## config.mk

```make
export PLATFORM = sky130hd
export DESIGN_NAME = led_pattern_sequencer
export DESIGN_NICKNAME = d
export VERILOG_FILES = /design/src/rtl/led_pkg.sv /design/src/rtl/led_pattern_decode.sv /design/src/rtl/led_pattern_sequencer.sv
export SDC_FILE = /design/constraint.sdc
export NUM_CORES = 1
export LEC_CHECK = 0
export ABC_AREA = 0
export CORE_ASPECT_RATIO = 0.8
export CORE_MARGIN = 4
export CORE_UTILIZATION = 50
export CTS_BUF_LIST = sky130_fd_sc_hd__clkbuf_4
export CTS_CLUSTER_DIAMETER = 120
export CTS_CLUSTER_SIZE = 30
export DETAILED_ROUTE_END_ITERATION = 8
export HOLD_SLACK_MARGIN = 0.15
export PLACE_DENSITY = 0.76
export SYNTH_ARGS = -nofsm -noshare
export SYNTH_HDL_FRONTEND = slang
export SYNTH_SLANG_ARGS = --single-unit
```

## constraint.sdc

```tcl
create_clock -name clk -period 2.1 [get_ports clk]
set_input_delay 0.42 -clock clk [delete_from_list [all_inputs] [get_ports clk]]
set_output_delay 0.42 -clock clk [all_outputs]
set_load 0.02 [all_outputs]
```

## src/rtl/led_pkg.sv

```systemverilog
// Shared encodings for the DE10 LED-pattern projects: sequencer modes and
// LED pattern styles.
package led_pkg;

  typedef enum logic [1:0] {
    MODE_WRAP    = 2'b00,
    MODE_BOUNCE  = 2'b01,
    MODE_ONESHOT = 2'b10,
    MODE_HOLD    = 2'b11
  } mode_t;

  localparam int PAT_ONEHOT = 0;
  localparam int PAT_BAR    = 1;

endpackage

```

## src/rtl/led_pattern_decode.sv

```systemverilog
// Combinational state-index to LED decoder: one-hot marker or bar graph.
// An index beyond the LED bank lights nothing (one-hot) or the full bar.
module led_pattern_decode
  import led_pkg::*;
#(
  parameter int STATE_W = 3,
  parameter int LED_W   = 10,
  parameter int PATTERN = PAT_ONEHOT
) (
  input  logic [STATE_W-1:0] q,
  output logic [LED_W-1:0]   leds
);

  always_comb begin
    leds = '0;
    for (int i = 0; i < LED_W; i++) begin
      if (PATTERN == PAT_BAR) begin
        leds[i] = (i <= int'(q));
      end else begin
        leds[i] = (i == int'(q));
      end
    end
  end

endmodule

```

## src/rtl/led_pattern_sequencer.sv

```systemverilog
// Parametrised LED step sequencer: prescaled tick drives a NUM_STATES-deep
// index through wrap, bounce, single-shot or hold modes, with synchronous load.
module led_pattern_sequencer
  import led_pkg::*;
#(
  parameter int NUM_STATES = 5,
  parameter int DIV        = 25_000_000,
  parameter int LED_W      = 10,
  parameter int PATTERN    = PAT_ONEHOT,
  localparam int STATE_W   = (NUM_STATES > 1) ? $clog2(NUM_STATES) : 1
) (
  input  logic               clk,
  input  logic               rst,
  input  logic               en,
  input  logic               dir,
  input  logic [1:0]         mode,
  input  logic               load,
  input  logic [STATE_W-1:0] load_val,
  output logic [STATE_W-1:0] q,
  output logic [LED_W-1:0]   leds,
  output logic               step,
  output logic               at_end
);

  localparam int CNT_W = (DIV > 1) ? $clog2(DIV) : 1;
  localparam logic [STATE_W-1:0] LAST    = STATE_W'(NUM_STATES - 1);
  localparam logic [CNT_W-1:0]   CNT_MAX = CNT_W'(DIV - 1);

  logic [CNT_W-1:0]   count;
  logic               tick;
  logic               bdir;
  logic               bdir_next;
  logic [STATE_W-1:0] q_next;
  logic [STATE_W-1:0] load_clamped;
  logic               travel_up;
  mode_t              mode_e;

  assign mode_e = mode_t'(mode);
  assign tick   = en && (count == CNT_MAX);

  always_ff @(posedge clk) begin
    if (rst) begin
      count <= '0;
    end else if (!en || tick) begin
      count <= '0;
    end else begin
      count <= count + 1'b1;
    end
  end

  // Terminal indices are detected by explicit compare so a non-power-of-2
  // depth never reaches an index >= NUM_STATES.
  always_comb begin
    q_next    = q;
    bdir_next = bdir;
    if (NUM_STATES > 1) begin
      case (mode_e)
        MODE_WRAP: begin
          if (dir) begin
            q_next = (q == LAST) ? '0 : q + 1'b1;
          end else begin
            q_next = (q == '0) ? LAST : q - 1'b1;
          end
        end
        MODE_BOUNCE: begin
          if (bdir) begin
            if (q == LAST) begin
              q_next    = q - 1'b1;
              bdir_next = 1'b0;
            end else begin
              q_next = q + 1'b1;
            end
          end else begin
            if (q == '0) begin
              q_next    = q + 1'b1;
              bdir_next = 1'b1;
            end else begin
              q_next = q - 1'b1;
            end
          end
        end
        MODE_ONESHOT: begin
          if (dir) begin
            if (q != LAST) q_next = q + 1'b1;
          end else begin
            if (q != '0) q_next = q - 1'b1;
          end
        end
        default: q_next = q;
      endcase
    end
  end

  assign load_clamped = (load_val > LAST) ? LAST : load_val;

  always_ff @(posedge clk) begin
    if (rst) begin
      q    <= '0;
      bdir <= 1'b1;
      step <= 1'b0;
    end else if (load) begin
      q    <= load_clamped;
      step <= 1'b0;
    end else if (tick) begin
      q    <= q_next;
      bdir <= bdir_next;
      step <= (q_next != q);
    end else begin
      step <= 1'b0;
    end
  end

  assign travel_up = (mode_e == MODE_BOUNCE) ? bdir : dir;
  assign at_end    = travel_up ? (q == LAST) : (q == '0);

  led_pattern_decode #(
    .STATE_W (STATE_W),
    .LED_W   (LED_W),
    .PATTERN (PATTERN)
  ) u_decode (
    .q    (q),
    .leds (leds)
  );

endmodule
```

======== After elaboration in Yosys (flattened, before gate mapping) ========
Index checks and enable logic that the tools add are counted.
storage, ports and cells
  output and inout port bits .............. 15
  bits of input ports ..................... 10
  register bits ........................... 30
operators by class
  reductions and logical operators ........ 11
  muxes and demuxes ....................... 18
  magnitude comparators ................... 1
  add/subtract/negate cells ............... 3
  bitwise logic cells ..................... 2
  equal/unequal tests ..................... 13
operators by type and width
  cell                   count
  $mux 3                 12
  $add 25x1->25 const B  1
  $eq 25x25->1 const B   1
  $eq 3x3->1 const A     4
  $pmux 3 s3             1
  $eq 2x3->1 const A     2
  $logic_not 3->1        2
  $mux 1                 5
  $add 3x1->3 const B    1
  $eq 1x3->1 const A     1
  $eq 3x3->1 const B     1
  $gt 3x3->1 const B     1
  $ne 3x3->1             1
  $ne 3x3->1 const B     1
  $reduce_and 3->1       1
  $reduce_bool 3->1      1
  $reduce_or 3->1        1
  $sub 3x1->3 const B    1
  $eq 2x1->1 const B     1
  $eq 2x2->1 const B     1
  $logic_not 2->1        1
  $not 1->1              2
  $reduce_bool 2->1      1
  $reduce_or 2->1        1
  other kinds (3)        3

======== Depth between registers and ports, before layout ========
  word-level depth ........................ 6
  gate-level depth with buffers ........... 11
  gate-level depth less buffers ........... 10

======== By module ========
From an unflattened synthesis, not the netlist that was laid out.
unflattened totals
  cell total of the unflattened synthesis .. 232
  area, all modules ....................... 1855.5 um^2
modules (own cells, without submodules)
  module                 area each (um^2)  cells an instance  instances
  led_pattern_sequencer  1771.7            221                1
  led_pattern_decode     83.8              11                 1

======== Least setup slack after synthesis ========
Ideal clock, no wire load.
  kind .................................... register to register
  start ................................... register q[0]
  end ..................................... register step
  required time ........................... 1983 ps
  stages on the path, launching flop included .. 11
  clock period less this slack ............ 2465 ps
  slack ................................... -365 ps
  arrival ................................. 2348 ps
  cell sequence ........................... dfxtp_1 inv_1 ha_1 buf_2 nand2b_1 ha_1 mux2_1 or2_1 o221ai_1 o221ai_1 a22o_1
between the ends
  word-level cells in the longest chain between the ends .. 5
  elaborated cells between the ends (all ways) .. 17
  those cells by class .................... 2 x add/sub; 3 x eq/ne; 10 x mux; 2 x reduce/logical
RTL lines
  element                              RTL line                                                                               RTL
  start, declared                      led_pattern_sequencer.sv:19                                                            output logic [STATE_W-1:0] q,
  start signal, assigned               led_pattern_sequencer.sv:102                                                           q <= load_clamped;
  start signal, assigned               led_pattern_sequencer.sv:105                                                           q <= q_next;
  $sub 3x1->3 (tied with other cells)  --
  $mux 3 (tied with other cells)       led_pattern_sequencer.sv:86                                                            if (q != '0) q_next = q - 1'b1;
  $mux 3, on equally long branches     led_pattern_sequencer.sv:83, led_pattern_sequencer.sv:59, led_pattern_sequencer.sv:66
  $pmux 3 s3                           led_pattern_sequencer.sv:57                                                            case (mode_e)
  $ne 3x3->1 *                         led_pattern_sequencer.sv:107                                                           step <= (q_next != q);
  end signal, assigned                 led_pattern_sequencer.sv:107
  end, declared                        led_pattern_sequencer.sv:21                                                            output logic step,
Every way passes the cells marked *; elsewhere a longest branch is shown, timed or not.
A chain may end at the register's enable or synchronous reset.

======== Worst setup path after layout ========
  start ................................... register q[1]
  end ..................................... output port leds[4]
between the ends
  word-level cells in the longest chain between the ends .. 1
RTL lines
  element        RTL line                     RTL
  $eq 3x3->1     led_pattern_decode.sv:20     leds[i] = (i == int'(q));
  end, declared  led_pattern_sequencer.sv:20  output logic [LED_W-1:0] leds,
No other way between the ends.

==> results.md <==
- Sw Ratio: 0.290
- Max-slew violation count: 0
- Largest net degree at the start of global routing: 26
- Outcome: complete, no violations
- Final hold violations: 0
- Most used flip-flop cell after synthesis: dfxtp_1
- Worst R2R End: q[2]
- Register area share after synthesis: 0.299
- Worst-path clk slew: 0.09 ns
- Util after Layout: 0.670
- Crit path kind: reg -> out
- Worst-Skew Late Latency: 0.33 ns
- Combinational fraction of design power: 0.221
- Antenna cells: 0
- R2r startpoint: q[0]
- Share of cells above drive strength 1: 0.223
- Global placement routability congestion: 0.927
- FFs w/ async S/R, synth: 0
- HP Class: reg -> reg
- Cell variety after synth: 49
- Reg2reg setup slack: 0.11 ns
- Root Driver: clkbuf_4
- # nets final: 310
- Pre-Repair DR Iteration Count: 4
- Port buffer count: 22
- CP Max Fanout: 5
- Antenna violations before repair: 0
- Tmin final: 2.01 ns
- H-tree Lvls: 2
- Io pins: 25
- Number of synthesized flops with an enable pin: 0
- P_int: 0.831 mW
- Psw: 0.340 mW
- Max-Cap Viols: 0
- Chip height: 64.7 um
- Commonest non-fill, non-tap cell in the layout: nor2_1
- Die W: 78.9 um
- Clock share of power: 0.285
- CTS tree: yes
- CTS Buf Count: 5
- Most frequent cells in the layout: nor2_1 (38), dfxtp_1 (27), buf_4 (21), nand2_1 (18), xnor2_1 (17)
- RSZ-0062 raised after global routing: false
- Drt wl/cell: 14.1 um
- Synth area leader: dfxtp_1
- Hold_buf cts: 0
- Startpoint Class: flop
- Starting density of the core: 0.525
- Worst setup path endpoint: leds[4]
- Setup crit end kind: output port
- Design Power: 1.17 mW
- Leakage: 1.02 nW
- Clk_skew: 0.00487 ns
- Avg Cell Area, Syn: 8.14 um^2
- Share of total power in sequential cells: 0.494
- Fmax: 498 MHz
- Core area: 0.00383 mm^2
- Synth top area share: 0.299
- Slowest-stage cell, CP: dfxtp_4
- Drt drc: 0
- Post-Place Cells: 335
- VDD IR max: 0.472 mV
- Grt ovf: 0
- Total stage count of the critical path: 6
- Detailed placement HPWL: 3620 um
- Via Count: 1816
- Reg2Reg Depth: 9
- Routed Antenna Nets: 0
- Main area contributors after synthesis: dfxtp_1 (30%), xnor2_1 (7.4%), nor2_1 (7.3%), ha_1 (6.2%), xor2_1 (5.2%)
- Layout area overhead: 27.6%
- Cells after synthesis: 247
- 1st-iter DRT viols: 162
- Wirelength, routed: 4860 um
- Mapped Area: 0.00201 mm^2
- Hold Slack: 0.468 ns
- Setup violators final: 0
- CP max stage delay: 0.37 ns
- Clk sinks: 30
- Seq cells post-synth: 30
- Layout Cells excl Fill: 346
- Worst Setup SP: q[1]
- Crit path max-delay family: buffers and inverters
- Drt via density: 5.25
- Fin crit share: 0.955
- Synth warnings: 0
- First-pass GRT wire length: 8380 um
- Worst-path cell chain: inv_4 -> ha_4 -> nand2_2 -> buf_4 -> inv_1 -> dlygate4sd2_1
- FP Rows: 20
- Worst Path Arrival: 1.59 ns
- Vias in the first global route: 1732
- CTS max path bufs: 2
- Total track usage: 0.210
- WP buf/inv: 4
- CP Data Required Time: 1.68 ns
- PwrDens: 457 mW/mm^2
- DIE AREA: 0.00510 mm^2
[power groups by stage]
| stage | Clock (mW) | Sequential [mW] | Combinational, mW |
|---|---|---|---|
| 2_1_floorplan | 0 | 0.595 | 0.140 |
| 3_3_place_gp | 0 | 0.592 | 0.235 |
| 3_5_place_dp | 0 | 0.592 | 0.237 |
| 4_1_cts | 0.345 | 0.578 | 0.236 |
| 5_1_grt | 0.369 | 0.580 | 0.280 |
| 6_report | 0.334 | 0.579 | 0.259 |
[sequential cells by signal, indices dropped and copies added (netlist names), named ones only]
signal / flops
q: 3
count: 25
step: 1
[metrics by stage]
step           area (um^2)  worst slack (ns)  setup TNS (ns)
4_1_cts               2480           0.00434               0
3_3_place_gp          2430            -0.586          -0.807
6_report              2560            0.0939               0
3_5_place_dp          2430            -0.626          -0.811
5_1_grt               2560           0.00130               0
2_1_floorplan         2050            0.0306               0
[kinds of logic (layout without fill, tap and decap cells)]
kind of cell,Yosys count,after routing,share of synthesized area
flip-flops,30,30,0.299
AND/OR/NAND/NOR,114,114,0.322
adder cells (fa/ha/maj),10,10,0.0623
multiplexers,3,3,0.0156
buffers and inverters,24,67,0.0560
XOR/XNOR,29,29,0.126
other,1,2,0.00187
AO/OA/AOI/OAI,36,36,0.117
[worst min path at each step]
stage	from	to	depth (start not counted)
4_1_cts	count[0]	count[0]	1
3_5_place_dp	count[0]	count[0]	1
6_report	count[0]	count[0]	1
3_3_place_gp	count[0]	count[0]	1
2_1_floorplan	count[0]	count[0]	1
5_1_grt	count[0]	count[0]	1
[Yosys cell counts, types with 4 or more instances]
cell	number
a21oi_1	6
and2_1	4
and3_1	4
buf_4	5
dfxtp_1	30
ha_1	10
inv_1	16
nand2_1	19
nand3_1	14
nor2_1	39
nor2b_1	4
o21ai_0	12
xnor2_1	17
xor2_1	12
[area by class of cell]
cell class              instances  area (um^2)
multi-input cells             194         1380
well taps                      55         68.8
clock buffers                   6         45.0
fillers                       319         1260
inverters                      16         65.1
flip-flops and latches         30          609
clock inverters                 2         8.76
repair buffers                 43          383
[timing repair]
item                                    4_1_cts  5_1_grt
pin swaps                                     2        2
endpoints found under the hold margin         0        0
buffers inserted                              0        3
endpoints found under the setup margin        8        5
gates resized for setup                      16       14
[per-layer routing]
layer | GRT usage | up-vias | wire length (um)
li1 | - | 925 | -
met1 | 0.302 | 829 | 2500
met2 | 0.307 | 54 | 1990
met3 | 0.0472 | 8 | 293
met4 | 0.0708 | 0 | 69
met5 | 0 | - | 0
(Power assumes the default switching activity.)
==> variant 1 (same settings) <==
The parameter `DIV` goes from 25_000_000 to 6_250_000.
--- a/src/rtl/led_pattern_sequencer.sv
+++ b/src/rtl/led_pattern_sequencer.sv
@@ -4,7 +4,7 @@
   import led_pkg::*;
 #(
   parameter int NUM_STATES = 5,
-  parameter int DIV        = 25_000_000,
+  parameter int DIV        = 6_250_000,
   parameter int LED_W      = 10,
   parameter int PATTERN    = PAT_ONEHOT,
   localparam int STATE_W   = (NUM_STATES > 1) ? $clog2(NUM_STATES) : 1
Function: same outputs for any inputs over 10 cycles, from zero or initial values and one cycle with rst high; that may be too few to reach the edited logic, so the function may still have changed.
==> variant 1 against the original RTL <==
The flow now finishes with violations (setup timing); area after synthesis fell by 8.0%; design area shrank 9.8%; first-iteration DRC count is 44% lower; largest cell class unchanged; final cell count down 13%; routed wire length is 16% lower; sequential share of layout area is 0.96 points higher; sequential cell count is 2 lower; core utilization fell by 0.80 points; count of clock-buffer cells in the layout shrank 3; total power fell by 14%; setup slack got worse by 110 ps; via count decreased by 10%; sequential power is 6.4% lower.
==> variant 1: results <==
{
  "place.detailed.hpwl_um": 2981,
  "drt_iter0_drc": 91,
  "setup-violations-final": 1,
  "grt_first_pass_wirelength_um": 6693,
  "violations": "setup timing",
  "grt_max_degree": 24,
  "grt_pass1_vias": 1410,
  "largest_registers": "count (23), q (3), step (1)",
  "power_leakage_nw": 0.9068,
  "finalWeightedCongestion": 0.9121,
  "yosys_warnings": 0,
  "path_max_fanout": 4,
  "firstDrtPassIters": 4,
  "synth_common_cells": "33 x nor2_1, 28 x dfxtp_1, 12 x a21oi_1, 12 x inv_1, 12 x xnor2_1",
  "yosysSeqAreaShare": 0.3031,
  "grt_usage": 0.1663,
  "synthFlopType": "dfxtp_1",
  "hold_depth": 1,
  "cts_max_level": 1,
  "viasPerCell": 5.404,
  "final.setup_skew_ps": 8.428,
  "clk_pin_slew_ps": 150,
  "status": "complete, but fails checks",
  "arrival_ps": 2350,
  "yosys-top-cells-area": "dfxtp_1 30%, ha_1 6.8%, nor2_1 6.7%",
  "antenna_found_initial": 0,
  "cts_buffers": 3,
  "r2r-start": "q[1]",
  "irDropWorstVdd_uv": 313.0,
  "wirelength_um": 4100,
  "hold-path-endpoint": "count[0]",
  "dpl_worst_slack_ps": -480.0,
  "nNetsFinal": 281,
  "drive_above_1_share": 0.2038,
  "fin_ws_ps": -11.72,
  "reg2reg_depth": 10,
  "synth.distinct_cells": 50,
  "worst_r2r_endpoint": "step"
}
## variant 1: cell count changes in the layout (fill, tap and decap cells not counted), sizes merged, moves of 4 or more
cell,change
a21oi,+6
o21ai,-11
nand2,-11
and4,+5
nand3,-5
xnor2,-5
and2,+4
## variant 1: worst max-delay path, stage by stage, from the launching register on
cell and delay, ps:
dfxtp_4 390, inv_4 80, ha_4 170, nand2_2 90, ha_4 280, mux2i_1 60
a21oi_1 140, o22a_1 200, mux2_4 310, a211oi_2 190, a21oi_2 80
## variant 1: what timing repair did
action,4_1_cts,5_1_grt
gates cloned,0,0
pin swaps,0,7
endpoints found under the setup margin,10,4
gates resized for setup,18,14
setup buffers,3,1
## variant 1: layout make-up
cell class	instances	area, um2
clock buffer	3	22.52
sequential	28	571.8
inverter	13	53.80
fill	284	1182
clock inverter	1	3.754
tap	42	52.55
multi-input combinational	173	1244
timing repair buffer	42	364.1
## variant 1: cells by family (layout without fill, tap and decap cells)
group                    count (synthesis)  after routing  synth area share
AND/OR/NAND/NOR                        103            103            0.3112
AO/OA/AOI/OAI                           30             30            0.1110
flip-flops                              28             28            0.3031
XOR/XNOR                                22             22            0.1042
buffers and inverters                   22             59           0.06494
adder cells (fa/ha/maj)                 10             10           0.06766
multiplexers                             6              6           0.03586
other                                    1              2          0.002028
## variant 1: worst max-delay path by stage
stage,from,endpoint,depth (start not counted)
floorplan,q[0],step,10
CTS,q[0],step,10
global placement,mode[1],at_end,7
detailed placement,mode[1],at_end,7
finish,q[1],step,10
global route,q[1],step,10
## variant 1: routing by layer
layer / share of wire / GRT usage / vias to the layer above / wire length (um)
li1: - / - / 842 / -
met1: 0.53 / 0.2691 / 749 / 2179
met2: 0.41 / 0.2233 / 37 / 1686
met3: 0.052 / 0.03314 / 4 / 215
met4: 0.0046 / 0.02667 / 0 / 19
met5: 0 / 0 / - / 0
## variant 1: per-stage QoR
stage / hold slack (ps) / setup TNS [ps] / util / area (um2) / cells
after global routing: 507.9 / -106.7 / 0.6617 / 2312 / 302
after global placement: 425.7 / -1022 / 0.6276 / 2193 / 294
after CTS: 465.4 / 0 / 0.6416 / 2242 / 301
after floorplan: 413.2 / 0 / - / 1872 / 223
final: 461.7 / -11.72 / 0.6617 / 2312 / 302
after detailed placement: 446.0 / -1095 / 0.6276 / 2193 / 294
## variant 1: power breakdown
group / leakage, nW / total [W] / internal [W] / switching (W)
Sequential: 0.228 / 0.000542 / 0.000534 / 0.00000730
Clock: 0.0154 / 0.000226 / 0.0000700 / 0.000156
Combinational: 0.663 / 0.000239 / 0.000116 / 0.000124
==> variant 2 (same flow settings) <==
Made on the original files. Make the reset (`rst`) asynchronous in 2 clocked blocks.
--- a/src/rtl/led_pattern_sequencer.sv
+++ b/src/rtl/led_pattern_sequencer.sv
@@ -38,7 +38,7 @@
   assign mode_e = mode_t'(mode);
   assign tick   = en && (count == CNT_MAX);
 
-  always_ff @(posedge clk) begin
+  always_ff @(posedge clk or posedge rst) begin
     if (rst) begin
       count <= '0;
     end else if (!en || tick) begin
@@ -93,7 +93,7 @@
 
   assign load_clamped = (load_val > LAST) ? LAST : load_val;
 
-  always_ff @(posedge clk) begin
+  always_ff @(posedge clk or posedge rst) begin
     if (rst) begin
       q    <= '0;
       bdir <= 1'b1;
Function: differs if rst is asserted again (counterexample within 4 cycles, from zero or initial values and one cycle with rst high); with rst held inactive, the same outputs for 10 cycles.
==> variant 2 against the original RTL <==
Global-route usage shrank 1.3 points; sequential cell count is the same; setup slack lost 61 ps; critical path type is now primary input to output pin; routed wire length shrank 2.2%; area after synthesis grew 3.5%; hold slack lost 28 ps; total power grew 9.7%; clock skew grew 6.4 ps; final cell count shrank 3.5%; design area grew 0.59%.
==> variant 2: results <==
{
  "met3_wirelength_um": 256,
  "grt_usage": 0.1961,
  "holdWs_ps": 439.8,
  "drt_iter0_drc": 175,
  "grt_max_degree": 31,
  "crit_start": "mode[1]",
  "finalInstanceArea_mm2": 0.002579,
  "nNetsFinal": 298,
  "sh_seq_area": 0.2931,
  "grt_use_met1": 0.3052,
  "wl_per_cell_um": 14.23,
  "grt_pass1_vias": 1616,
  "drt-met1-wl_um": 2467,
  "worst_r2r_endpoint": "q[2]",
  "power_leakage_nw": 1.138,
  "r2r-start": "q[1]",
  "buffers_excl_clock": 46,
  "multi_input_area_share": 0.4896,
  "synth_common_cells": "29 x dfrtp_1, 28 x nor2_1, 20 x xnor2_1",
  "grt_first_pass_wirelength_um": 7935,
  "p_int_w": 0.0008872,
  "slowest_delay_ps": 470,
  "place.detailed.hpwl_um": 3590,
  "synth.distinct_cells": 52,
  "yosys-top-cells-area": "dfrtp_1 35%, xnor2_1 8.4%, ha_1 6.0%",
  "clock_latency_ps": 350,
  "num-multi-input-gates": 182,
  "finalCritPeriodShare": 0.9846,
  "syn_area_per_cell_um2": 8.811,
  "criticalPathCategory": "primary input to output pin",
  "yosysSeqAreaShare": 0.3616,
  "place_inst": 324,
  "grt.met3_usage": 0.04110,
  "path_max_fanout": 3,
  "cp-endpoint": "at_end",
  "die_area_mm2": 0.005261,
  "bufAreaShareNonClock": 0.1504,
  "fillers": 352,
  "finalWeightedCongestion": 0.9097,
  "hold_path_class": "primary input to async pin",
  "wl_met2_um": 1968,
  "grt_util_met2": 0.2624,
  "final.setup_skew_ps": 11.24,
  "sw_frac_of_total": 0.3097,
  "wirelength_um": 4753,
  "place_area_mm2": 0.002472,
  "arrival_ps": 1650,
  "status": "finished clean",
  "power_clock_w": 0.000345,
  "async_flop_share": 1.000
}
## variant 2: cell count changes after synthesis, sizes merged, moves of 3 or more
| cell | change |
|---|---|
| dfrtp | +29 |
| dfxtp | -30 |
| inv | -3 |
| nand2 | -4 |
| nand3 | -5 |
| nor2 | -11 |
| nor3b | -3 |
| o211ai | +3 |
| o21ai | -6 |
| or3 | +4 |
| xnor2 | +3 |
| xor2 | -8 |
## variant 2: cells by family after synthesis
| family | Yosys count | share of synthesized area |
|---|---|---|
| and+or+nand+nor | 105 | 0.2750 |
| other | 1 | 0.001803 |
| muxes | 5 | 0.02527 |
| buffers and inverters | 25 | 0.05656 |
| adders and majority gates | 10 | 0.06017 |
| xor gates and xnor gates | 24 | 0.1011 |
| DFF | 30 | 0.3616 |
| AOI/OAI and AO/OA | 36 | 0.1185 |
